## config.mk

```make
export PLATFORM = sky130hd
export DESIGN_NAME = subleq_loader_flat
export DESIGN_NICKNAME = d
export VERILOG_FILES = /design/src/rtl/subleq_pkg.sv /design/src/rtl/subleq_loader_if.sv /design/src/rtl/subleq_word_assembler.sv /design/src/rtl/subleq_loader.sv /design/src/flat_wrapper.sv
export SDC_FILE = /design/constraint.sdc
export NUM_CORES = 1
export LEC_CHECK = 0
export CAP_MARGIN = 10
export CORE_AREA = 2 2 135 137
export DETAILED_ROUTE_END_ITERATION = 10
export DIE_AREA = 0 0 137 139
export MAX_ROUTING_LAYER = met4
export PLACE_DENSITY = 0.58
export RECOVER_POWER = 50
export SKIP_CTS_REPAIR_TIMING = 1
export SLEW_MARGIN = 20
export SYNTH_ARGS = -nofsm -noshare
export SYNTH_HDL_FRONTEND = slang
export SYNTH_SLANG_ARGS = --single-unit
```

## constraint.sdc

```tcl
create_clock -name iClock -period 7.75 [get_ports iClock]
set_input_delay 1.1625 -clock iClock [delete_from_list [all_inputs] [get_ports iClock]]
set_output_delay 1.1625 -clock iClock [all_outputs]
set_load 0.01 [all_outputs]
```

## src/rtl/subleq_pkg.sv

```systemverilog
// Constants shared by the subleq core, its memory and the boot loader,
// plus the loader state encoding.
package subleq_pkg;
  localparam int ADDR_WIDTH     = 13;
  localparam int WORD_WIDTH     = 64;
  localparam int BYTES_PER_WORD = WORD_WIDTH / 8;

  typedef enum logic [2:0] {
    S_LEN_LO = 3'd0,
    S_LEN_HI = 3'd1,
    S_DATA   = 3'd2,
    S_WRITE  = 3'd3,
    S_DONE   = 3'd4
  } loader_state_e;
endpackage

```

## src/rtl/subleq_loader_if.sv

```systemverilog
// Byte-stream input and memory write port of the boot loader.
// master = stream source / memory side, slave = loader.
interface subleq_loader_if;
  import subleq_pkg::*;

  logic [7:0]            iByte;
  logic                  iByteValid;
  logic                  oByteReady;
  logic                  iReload;
  logic [ADDR_WIDTH-1:0] oMemAddress;
  logic [WORD_WIDTH-1:0] oMemData;
  logic                  oMemWren;
  logic                  oLoading;
  logic                  oCpuReset;
  logic                  oError;

  modport master (
    output iByte, iByteValid, iReload,
    input  oByteReady, oMemAddress, oMemData, oMemWren, oLoading, oCpuReset, oError
  );

  modport slave (
    input  iByte, iByteValid, iReload,
    output oByteReady, oMemAddress, oMemData, oMemWren, oLoading, oCpuReset, oError
  );
endinterface

```

## src/rtl/subleq_word_assembler.sv

```systemverilog
// Packs strobed bytes little-endian into one word; o_full flags the strobe
// that completes a word, and the index wraps to 0 on that same edge.
module subleq_word_assembler
  import subleq_pkg::*;
(
  input  logic                  i_clk,
  input  logic                  i_rst,
  input  logic [7:0]            i_byte,
  input  logic                  i_strobe,
  input  logic                  i_clear,
  output logic [WORD_WIDTH-1:0] o_word,
  output logic                  o_full
);
  localparam int IW = (BYTES_PER_WORD > 1) ? $clog2(BYTES_PER_WORD) : 1;

  logic [IW-1:0]         r_idx;
  logic [WORD_WIDTH-1:0] r_word;

  assign o_full = i_strobe && (r_idx == IW'(BYTES_PER_WORD - 1));
  assign o_word = r_word;

  always_ff @(posedge i_clk or posedge i_rst) begin
    if (i_rst) begin
      r_idx  <= '0;
      r_word <= '0;
    end else if (i_clear) begin
      r_idx  <= '0;
    end else if (i_strobe) begin
      r_word[{r_idx, 3'b000} +: 8] <= i_byte;
      r_idx <= o_full ? '0 : r_idx + IW'(1);
    end
  end
endmodule

```

## src/rtl/subleq_loader.sv

```systemverilog
// Boot loader: 2-byte LE word count, then words written to mem from address 0.
// Write pulse 1 cycle after a word's last byte; ready low in S_WRITE/S_DONE.
module subleq_loader
  import subleq_pkg::*;
(
  input  logic            iClock,
  input  logic            iReset,
  subleq_loader_if.slave  bus
);
  localparam int CW = ADDR_WIDTH + 1;
  localparam logic [CW-1:0] MAX_WORDS = {1'b1, {ADDR_WIDTH{1'b0}}};

  loader_state_e         r_state;
  logic                  r_ready;
  logic [7:0]            r_len_lo;
  logic [CW-1:0]         r_n;
  logic [CW-1:0]         r_word_cnt;
  logic [ADDR_WIDTH-1:0] r_addr;
  logic                  r_wren;
  logic                  r_loading;
  logic                  r_cpu_reset;
  logic                  r_error;

  logic                  w_xfer;
  logic                  w_full;
  logic [15:0]           w_len;
  logic [WORD_WIDTH-1:0] w_word;

  assign w_xfer = bus.iByteValid && r_ready;
  assign w_len  = {bus.iByte, r_len_lo};

  subleq_word_assembler u_asm (
    .i_clk    (iClock),
    .i_rst    (iReset),
    .i_byte   (bus.iByte),
    .i_strobe (w_xfer && (r_state == S_DATA)),
    .i_clear  ((r_state == S_DONE) && bus.iReload),
    .o_word   (w_word),
    .o_full   (w_full)
  );

  always_ff @(posedge iClock or posedge iReset) begin
    if (iReset) begin
      r_state     <= S_LEN_LO;
      r_ready     <= 1'b0;
      r_len_lo    <= '0;
      r_n         <= '0;
      r_word_cnt  <= '0;
      r_addr      <= '0;
      r_wren      <= 1'b0;
      r_loading   <= 1'b1;
      r_cpu_reset <= 1'b1;
      r_error     <= 1'b0;
    end else begin
      r_wren <= 1'b0;
      case (r_state)
        S_LEN_LO: begin
          r_ready <= 1'b1;
          if (w_xfer) begin
            r_len_lo <= bus.iByte;
            r_state  <= S_LEN_HI;
          end
        end
        S_LEN_HI: begin
          if (w_xfer) begin
            if (w_len == 16'd0) begin
              r_state     <= S_DONE;
              r_ready     <= 1'b0;
              r_loading   <= 1'b0;
              r_cpu_reset <= 1'b0;
            end else if (32'(w_len) > (32'd1 << ADDR_WIDTH)) begin
              r_n     <= MAX_WORDS;
              r_error <= 1'b1;
              r_state <= S_DATA;
            end else begin
              r_n     <= CW'(w_len);
              r_state <= S_DATA;
            end
          end
        end
        S_DATA: begin
          if (w_full) begin
            r_state <= S_WRITE;
            r_ready <= 1'b0;
            r_wren  <= 1'b1;
            r_addr  <= r_word_cnt[ADDR_WIDTH-1:0];
          end
        end
        S_WRITE: begin
          r_word_cnt <= r_word_cnt + CW'(1);
          if ((r_word_cnt + CW'(1)) == r_n) begin
            r_state     <= S_DONE;
            r_loading   <= 1'b0;
            r_cpu_reset <= 1'b0;
          end else begin
            r_state <= S_DATA;
            r_ready <= 1'b1;
          end
        end
        S_DONE: begin
          if (bus.iReload) begin
            r_state     <= S_LEN_LO;
            r_ready     <= 1'b1;
            r_loading   <= 1'b1;
            r_cpu_reset <= 1'b1;
            r_error     <= 1'b0;
            r_word_cnt  <= '0;
          end
        end
        default: r_state <= S_LEN_LO;
      endcase
    end
  end

  assign bus.oByteReady  = r_ready;
  assign bus.oMemAddress = r_addr;
  assign bus.oMemData    = w_word;
  assign bus.oMemWren    = r_wren;
  assign bus.oLoading    = r_loading;
  assign bus.oCpuReset   = r_cpu_reset;
  assign bus.oError      = r_error;
endmodule

```

## src/flat_wrapper.sv

```systemverilog
// flat-port wrapper written by rule: the top's interface ports become plain ports
module subleq_loader_flat import subleq_pkg::*;
  (iClock, iReset, bus_iByte, bus_iByteValid, bus_iReload, bus_oByteReady, bus_oMemAddress, bus_oMemData, bus_oMemWren, bus_oLoading, bus_oCpuReset, bus_oError);
  subleq_loader_if bus_i ();
  input  logic iClock;
  input  logic iReset;
  input wire logic [$bits(bus_i.iByte)-1:0] bus_iByte;
  input wire logic [$bits(bus_i.iByteValid)-1:0] bus_iByteValid;
  input wire logic [$bits(bus_i.iReload)-1:0] bus_iReload;
  output wire logic [$bits(bus_i.oByteReady)-1:0] bus_oByteReady;
  output wire logic [$bits(bus_i.oMemAddress)-1:0] bus_oMemAddress;
  output wire logic [$bits(bus_i.oMemData)-1:0] bus_oMemData;
  output wire logic [$bits(bus_i.oMemWren)-1:0] bus_oMemWren;
  output wire logic [$bits(bus_i.oLoading)-1:0] bus_oLoading;
  output wire logic [$bits(bus_i.oCpuReset)-1:0] bus_oCpuReset;
  output wire logic [$bits(bus_i.oError)-1:0] bus_oError;
  assign bus_i.iByte = bus_iByte;
  assign bus_i.iByteValid = bus_iByteValid;
  assign bus_i.iReload = bus_iReload;
  assign bus_oByteReady = bus_i.oByteReady;
  assign bus_oMemAddress = bus_i.oMemAddress;
  assign bus_oMemData = bus_i.oMemData;
  assign bus_oMemWren = bus_i.oMemWren;
  assign bus_oLoading = bus_i.oLoading;
  assign bus_oCpuReset = bus_i.oCpuReset;
  assign bus_oError = bus_i.oError;
  subleq_loader u_core (.iClock(iClock), .iReset(iReset), .bus(bus_i));
endmodule
```

==> impl_metrics.tcl <==
set metrics [dict create \
    clk_pin_slew_ps 60 \
    wirelength_mm 13.8 \
    crit_buf_inv 3 \
    post-route-util_pct 40.8 \
    io_buffers 93 \
    start_util_pct 31.1 \
    cpMaxStageDelayCell "clkinvlp_2" \
    synth-main-ff-cell "dfrtp_1" \
    slowest_delay_ps 1040 \
    p_total_mw 2.90 \
    clock_path_buffers 2 \
    crit_fanout 83 \
    root_buffer "clkbuf_16" \
    antenna_found_initial 0 \
    synth_edf_count 0 \
    setup_violations 0 \
    drcViolationCount 0 \
    core-area_mm2 0.0177 \
    cellLeakagePower_nw 3.25 \
    grt_overflow 0 \
    gr-usage-all-layers_pct 15.9 \
    stdcell_count 870 \
    drt_iter0_markers 303 \
    grt_pass1_wl_mm 22.8 \
    synth-async-reset-ratio_pct 100 \
    ioPinCount 94 \
    grt_max_degree 84 \
    comb_power_share_pct 34.8 \
    regArea_mm2 0.00308 \
    ys_ff_latch 123 \
    place.gp.congestion 0.828 \
    clkLatencyLatePin_ps 410 \
    irDropWorstVdd_mv 0.193 \
    intPower_mw 1.89 \
    wl_per_cell_um 15.8 \
    area_growth_pct 31.2 \
    synthCells 541 \
    status "finished with violations" \
    drive_gt1_share_pct 12.2 \
    crit_path_end_kind "asynchronous set/reset pin" \
    ys_warn_count 0 \
    nets 648 \
    synthDistinctLibCells 51 \
    netlist_area_mm2 0.00550 \
    vias 4275 \
    finalCritPeriodShare_pct 39.7 \
    finalSetupTns_ps 0 \
    cap_violations 1 \
    violations "max-capacitance violations, max-slew violations" \
    fillerInstances 1713 \
    drt.antenna.violating_nets 0 \
    cts_tree "built" \
    hold_viol_final 0 \
    preCtsSetupSlack_ps 4330 \
    netSwitchingFraction_pct 34.7 \
    cts_buffers 17 \
    placedCellCount 838 \
    synth_fp_nets 561 \
    crit_family "buffers and inverters" \
    rsz0062_at_grt "false" \
    grt_pass1_vias 4308 \
    finClkSkew_ps 8.89 \
    fp.dieW_um 137 \
    hp-class "reg2reg" \
    seqPwrFrac_pct 38.3 \
    critPathLaunchType "input pin" \
    die_area_mm2 0.0190 \
    die_h_um 139 \
    antenna_cells 0 \
    multi_input_area_mm2 0.00226 \
    power-per-cell-area_mw_per_mm2 402 \
    path_cells "dlygate4sd3_1, clkinvlp_2, buf_6" \
    cts-htree-levels 4 \
    rows 49 \
    clock-sinks 123 \
    crit_type "in2async" \
    ys_seq_area_share_pct 56.0 \
    cp.arrival_ps 3540 \
    setup_ws_ps 4670 \
    slew_headroom_pct -19.1 \
    syn_area_per_cell_um2 10.2 \
    period_minus_slack_ps 3080 \
    hpwl_mm 9.41 \
    power.share.clock_pct 26.9 \
    slew_violations 42 \
    firstDrtPassIters 4 \
    fmax_mhz 325 \
    crit_required_ps 8210 \
    vias_per_cell 4.91 \
    p_switching_mw 1.01 \
    worst_pin_slew_ps 1780 \
]
## power by group through the flow
stage / Combinational, mW / Sequential (mW) / Clock [mW]
final: 1.01 / 1.11 / 0.780
after global routing: 1.12 / 1.15 / 0.833
after CTS: 1.08 / 1.12 / 0.795
after detailed placement: 1.07 / 1.12 / 0
after global placement: 1.05 / 1.12 / 0
after floorplan: 0.566 / 1.12 / 0
## per-layer routing
| metal | routed length [µm] | vias to the layer above | share of wire, % | global-route usage (%) |
|---|---|---|---|---|
| met5 | 0 | - | 0 | - |
| met4 | 152 | 0 | 1.1 | 5.32 |
| met3 | 882 | 15 | 6.4 | 5.08 |
| met2 | 6420 | 126 | 47 | 22.6 |
| met1 | 6320 | 2083 | 46 | 21.5 |
| li1 | - | 2051 | - | - |
## layout by cell type, fill, tap and decap left out, types with 4 or more instances in the layout
cell type,n
a31oi_1,4
nor3_1,10
nand2_1,128
clkdlybuf4s50_1,15
ha_1,8
o31ai_1,7
o21ai_1,7
nor4_1,4
clkbuf_16,17
dfrtp_1,122
inv_1,9
or3_1,6
xnor2_1,14
nand3_1,8
nand4_1,4
mux2_2,36
a21oi_1,4
o21ai_0,75
xor2_1,7
dlygate4sd3_1,78
nor2_1,20
## final timing paths
path | startpoint | to | slack [ps] | depth (start not counted)
max in group iClock | bus_iByteValid | u_core.bus.oByteReady | 4710 | 7
max reg2reg | u_core.r_word_cnt[0] | u_core.bus.oByteReady | 5080 | 7
min reg2reg | u_core.u_asm.o_word[51] | u_core.u_asm.o_word[51] | 470 | 2
min | u_core.u_asm.o_word[51] | u_core.u_asm.o_word[51] | 470 | 2
min in group asynchronous | iReset | u_core.u_asm.o_word[62] | 1690 | 2
max | iReset | u_core.bus.oMemAddress[11] | 4670 | 3
## state kept, by name, summed over array words and instances (netlist names)
name,count
u_core.r_len_lo,8
u_core.bus.oLoading,1
u_core.r_n,14
u_core.u_asm.r_idx,3
u_core.bus.oMemAddress,13
u_core.r_word_cnt,14
u_core.u_asm.o_word,64
u_core.bus.oByteReady,1
u_core.r_state,3
u_core.bus.oError,1
u_core.bus.oMemWren,1
## per-stage QoR
stage / area [µm²] / hold slack (ps)
final: 7210 / 472
after global routing: 7210 / 515
after CTS: 7210 / 484
after detailed placement: 6620 / 471
after global placement: 6620 / 468
after floorplan: 5500 / 466
## logic make-up (layout without fill, tap and decap cells)
| kind of cell | Yosys count | after routing | synth area share [%] |
|---|---|---|---|
| AND/OR/NAND/NOR | 198 | 198 | 16.1 |
| buffers and inverters | 38 | 138 | 2.89 |
| multiplexers | 36 | 36 | 7.38 |
| XOR/XNOR | 22 | 22 | 3.64 |
| flip-flops | 123 | 123 | 56.0 |
| adder cells (fa/ha/maj) | 8 | 8 | 1.82 |
| AO/OA/AOI/OAI | 116 | 116 | 12.2 |
## worst reg2reg max path, cell delays in order, from the launching register on
cell     delay (ps)
dfrtp_1         450
ha_1            340
nand3_1         170
xnor2_1         170
nor4_1          300
nand4_1         160
or4_4           570
o41a_1          380
## synth_stat cells (all sizes together), types with 3 or more instances
cell type	instances	area, µm²
nand3	8	40.0
nand3b	3	22.5
ha	8	100
xor2	8	77.6
nor3	11	60.1
inv	10	37.5
mux2	36	405
a31oi	4	25.0
dfrtp	122	3050
o21ai	82	410
buf	6	38.8
nor2	20	75.1
o41ai	3	26.3
xnor2	14	123
nand2	128	480
o31ai	7	52.6
clkbuf	22	82.6
nor3b	3	22.5
nor4	5	37.5
nand4	5	37.5
or3	6	37.5
a21oi	5	28.8
## cell type report
cell class | count | share of cell area (%)
tap | 229 | 3.97
multi-input combinational | 380 | 31.3
inverter | 10 | 0.538
clock inverter | 10 | 1.61
clock buffer | 22 | 6.58
timing repair buffer | 96 | 13.3
sequential | 123 | 42.7
No activity file was read; power rests on OpenSTA's default activity.
==> RTL edit 1: new RTL, config.mk and constraints unchanged <==
The package constant `ADDR_WIDTH` goes from 13 to 11.
--- a/src/rtl/subleq_pkg.sv
+++ b/src/rtl/subleq_pkg.sv
@@ -1,7 +1,7 @@
 // Constants shared by the subleq core, its memory and the boot loader,
 // plus the loader state encoding.
 package subleq_pkg;
-  localparam int ADDR_WIDTH     = 13;
+  localparam int ADDR_WIDTH     = 11;
   localparam int WORD_WIDTH     = 64;
   localparam int BYTES_PER_WORD = WORD_WIDTH / 8;
 
Interface: changed (resized bus_oMemAddress); port bits go from 94 to 92. The function was not compared with the original's and may differ.
==> RTL edit 1 against the unedited design <==
  * The run still ends with max-capacitance violations, max-slew violations left
  * Cell area shrank 4.0%
  * Die area is the same
  * Register-to-register slack gained 0.05 ns
  * Count of clock-buffer cells in the layout grew 1
  * Critical path depth grew 3
  * Sequential cell count shrank 6
  * Total power shrank 10%
  * Area after synthesis shrank 4.7%
  * Maximum frequency shrank 11%
  * Setup slack lost 0.38 ns
  * Sequential power shrank 12%
  * Sequential share of layout area shrank 0.37 points
  * Routed wire length shrank 4.2%
  * Largest cell class unchanged
  * Highest routed layer unchanged
==> RTL edit 1: results (changes against the unedited design) <==
WORST_PATH_LARGEST_CELL_DELAY_NS=0.57  # -0.47 ns
CELLS_TAKING_THE_MOST_AREA_AFTER_SYNTHESIS='sky130_fd_sc_hd__dfrtp_1 55%, sky130_fd_sc_hd__nand2_1 8.4%, sky130_fd_sc_hd__mux2_2 7.5%'
FAILED_CHECKS='max-capacitance violations, max-slew violations'
POWER.SHARE.SEQUENTIAL_PCT=37.4  # -0.9 points
VDD.IR_DROP.WORST_uV=175.7  # -8.9%
SYNTH_SEQ_AREA_SHARE_PCT=55.91  # -0.11 points
GRT_MAX_DEGREE=83  # -1.2%
DR_TOTAL_VIAS=3968  # -7.2%
FIN_NETS=609  # -6.0%
DPL_WORST_SLACK_NS=4.118  # -0.2141 ns
GROUTE.USAGE.OVERALL_PCT=15.11  # -0.80 points
YS_TYPES=52  # +2.0%
DRT_PASS1_ITERATIONS=5  # +1
HOLD-PATH-ENDPOINT='u_core.u_asm.o_word[58]'
CP.ARRIVAL_NS=3.76  # +0.22 ns
TIMING.FINAL.MAX_SLEW_VIOLATIONS=37  # -12%
POST_DETAILED_PLACEMENT_HALF_PERIMETER_WIRELENGTH_UM=9302  # -1.1%
REGAREA_UM2=2929  # -4.9%
MAX_CAP_VIOL_COUNT=1  # unchanged
ROUTABILITYCONGESTION=0.8462  # +2.2%
CLOCKBUFFERCOUNT=23  # +4.5%
P_SW_mW=0.8422  # -16%
RR_STARTPOINT='u_core.bus.oByteReady'
PWR.GROUP.CLOCK_mW=0.777  # about the same
DRIVE_GT1_SHARE_PCT=12.88  # +0.71 points
REGTOREGSETUPSLACK_NS=5.13  # +0.05 ns
CRITICAL_PATH_MAXIMUM_FANOUT=8  # -90%
CRITPATHSLOWESTCELL='sky130_fd_sc_hd__nor3_1'
N_FILL_CELL=1726  # +0.76%
NNONCLKBUFFERS=94  # -2.1%
RUN_STATUS='complete, but fails checks'
PORT-BUFFER-COUNT=91  # -2.2%
FINALWORSTSETUPSLACK_NS=4.286  # -0.3838 ns
WIRE_PER_INST_UM=15.94  # +0.68%
CRITICAL_PATH.TOP_DELAY_FAMILY='simple AND/OR/NAND/NOR gates'
==> RTL edit 1: cell count changes in the layout (fill, tap and decap cells not counted), moves of 4 or more <==
cell and change:
sky130_fd_sc_hd__o21ai_1 -7, sky130_fd_sc_hd__nand2_1 -11, sky130_fd_sc_hd__clkdlybuf4s50_1 +50, sky130_fd_sc_hd__dlygate4sd3_1 -52, sky130_fd_sc_hd__dfrtp_1 -6, sky130_fd_sc_hd__nand3_1 -4, sky130_fd_sc_hd__or3_1 -6
==> RTL edit 1: kinds of logic after synthesis <==
kind of cell             after synthesis  synth area share, %
XOR/XNOR                              19                3.439
flip-flops                           117                55.91
multiplexers                          35                7.523
AO/OA/AOI/OAI                        106                11.89
adder cells (fa/ha/maj)                8                1.911
buffers and inverters                 34                2.890
AND/OR/NAND/NOR                      181                16.43
==> RTL edit 1: layer usage <==
metal	up-vias	GRT usage (%)	share of wire, %
met5	-	-	0
met4	0	5.100	0.91
met3	10	3.874	3.7
met2	80	22.34	48
met1	1960	20.14	48
li1	1918	-	-
==> RTL edit 2: new RTL, same settings <==
Without the edit above. Make the reset (`iReset` and `i_rst`) synchronous in 2 clocked blocks.
--- a/src/rtl/subleq_word_assembler.sv
+++ b/src/rtl/subleq_word_assembler.sv
@@ -19,7 +19,7 @@
   assign o_full = i_strobe && (r_idx == IW'(BYTES_PER_WORD - 1));
   assign o_word = r_word;
 
-  always_ff @(posedge i_clk or posedge i_rst) begin
+  always_ff @(posedge i_clk) begin
     if (i_rst) begin
       r_idx  <= '0;
       r_word <= '0;
--- a/src/rtl/subleq_loader.sv
+++ b/src/rtl/subleq_loader.sv
@@ -39,7 +39,7 @@
     .o_full   (w_full)
   );
 
-  always_ff @(posedge iClock or posedge iReset) begin
+  always_ff @(posedge iClock) begin
     if (iReset) begin
       r_state     <= S_LEN_LO;
       r_ready     <= 1'b0;
Check against the original RTL: differs if iReset is asserted again (counterexample within 4 cycles, from zero or initial values and one cycle with iReset high); with iReset held inactive, the same outputs for 10 cycles.
==> RTL edit 2 against the unedited design <==
  * The run still ends with max-capacitance violations, max-slew violations left
  * Register-to-register slack got worse by 0.24 ns
  * Sequential share of layout area is 8.0 points lower
  * Sequential cell count stayed put
  * Synthesized cell count grew 24%
  * Maximum frequency fell by 36%
  * Routed wire length grew 11%
  * Setup slack got worse by 1.8 ns
  * Clock skew up 0.0042 ns
  * Area after synthesis shrank 0.36%
  * Critical path depth up 1
  * Cell area fell by 1.5%
  * Critical path type is now input pin to flip-flop
  * Critical endpoint is now u_core.r_state[2]
Power is not compared: it rests on default switching activity, and its combinational part moved more than twofold at a synthesized area within 25%.
==> RTL edit 2: results (changes against the unedited design) <==
RUN_STATUS='complete, but fails checks'
FAILED_CHECKS='max-capacitance violations, max-slew violations'
YS_TYPES=56  # +9.8%
GR-USAGE-MET3_PCT=5.446  # +0.37 points
ROUTED_VIA_DENSITY=5.011  # +2.0%
GRT_PASS1_VIAS=4519  # +4.9%
WORST_HOLD_STARTPOINT='u_core.u_asm.o_word[34]'
POST-SYNTH-TOP-COUNT-CELL='sky130_fd_sc_hd__dfxtp_1'
CRITPATHSLOWESTCELL='sky130_fd_sc_hd__clkbuf_1'
RR_STARTPOINT='u_core.u_asm.r_idx[0]'
PLACE_AREA_UM2=6510  # -1.6%
ROUTABILITYCONGESTION=0.8067  # -2.6%
SYNTH_FP_NETS=693  # +24%
GLOBAL_ROUTE.USAGE.MET2_PCT=22.99  # +0.42 points
DR.FIRST_ITER.DRC_COUNT=330  # +8.9%
WIRE_PER_INST_UM=15.55  # -1.8%
SYNTH_COMPOUND_GATE_AREA_SHARE_PCT=14.01  # +1.8 points
TIMING.HOLD.WS_NS=0.4497  # -0.02258 ns
NUMPLACEDINSTANCES=950  # +13%
SYNTHXORXNORAREAFRAC_PCT=2.376  # -1.3 points
GROUTE.USAGE.OVERALL_PCT=16.71  # +0.80 points
HOLD-PATH-ENDPOINT='u_core.u_asm.o_word[34]'
SYNTH_ASYNC_SR_FLOP_SHARE_PCT=0  # -100 points
CRIT_PATH_END='u_core.r_state[2]'
GRT_PASS1_WL_UM=24360  # +6.7%
SYNTH_ADDER_AREA_SHARE_PCT=1.828  # +0.0067 points
GRT_MAX_DEGREE=97  # +15%
CP.ARRIVAL_NS=5.15  # +1.61 ns
POST_DETAILED_PLACEMENT_HALF_PERIMETER_WIRELENGTH_UM=9920  # +5.5%
TIMING.FINAL.MAX_SLEW_VIOLATIONS=97  # +130%
CRITICAL_PATH_MAXIMUM_FANOUT=96  # +16%
GRTUSAGEMET1_PCT=23.25  # +1.8 points
WORST_PATH_LARGEST_CELL_DELAY_NS=3.02  # +1.98 ns
FINISH.CELL_COUNT_WITHOUT_FILLERS=981  # +13%
MAX_CAP_VIOL_COUNT=1  # unchanged
RTL edit 2: cell count changes after synthesis, sizes merged, moves of 44 or more:
cell and delta:
dfrtp -122, dfxtp +123, o21ai -72, a21oi +91
nand2 -44, nand3 +62, nor2 +56
RTL edit 2: power groups by stage:
stage,combinational [mW],clock (mW),sequential (mW)
CTS,0.0645,0.796,0.647
detailed placement,0.0642,0,0.660
global route,0.0703,0.826,0.648
finish,0.0638,0.784,0.647
global placement,0.0635,0,0.660
floorplan,0.0419,0,0.658
RTL edit 2: layer usage:
| layer | wire, µm | vias up |
|---|---|---|
| li1 | - | 2487 |
| met1 | 7473 | 2286 |
| met2 | 6671 | 130 |
| met3 | 971 | 13 |
| met4 | 133 | 0 |
| met5 | 0 | - |
RTL edit 2: cell type report:
type                       count  area [µm²]
clock buffer                  22       454.2
clock inverter                 8       120.1
fill                        1798       10550
inverter                       6       22.52
multi-input combinational    493        2779
sequential                   123        2462
tap                          229       286.5
timing repair buffer         100       980.9
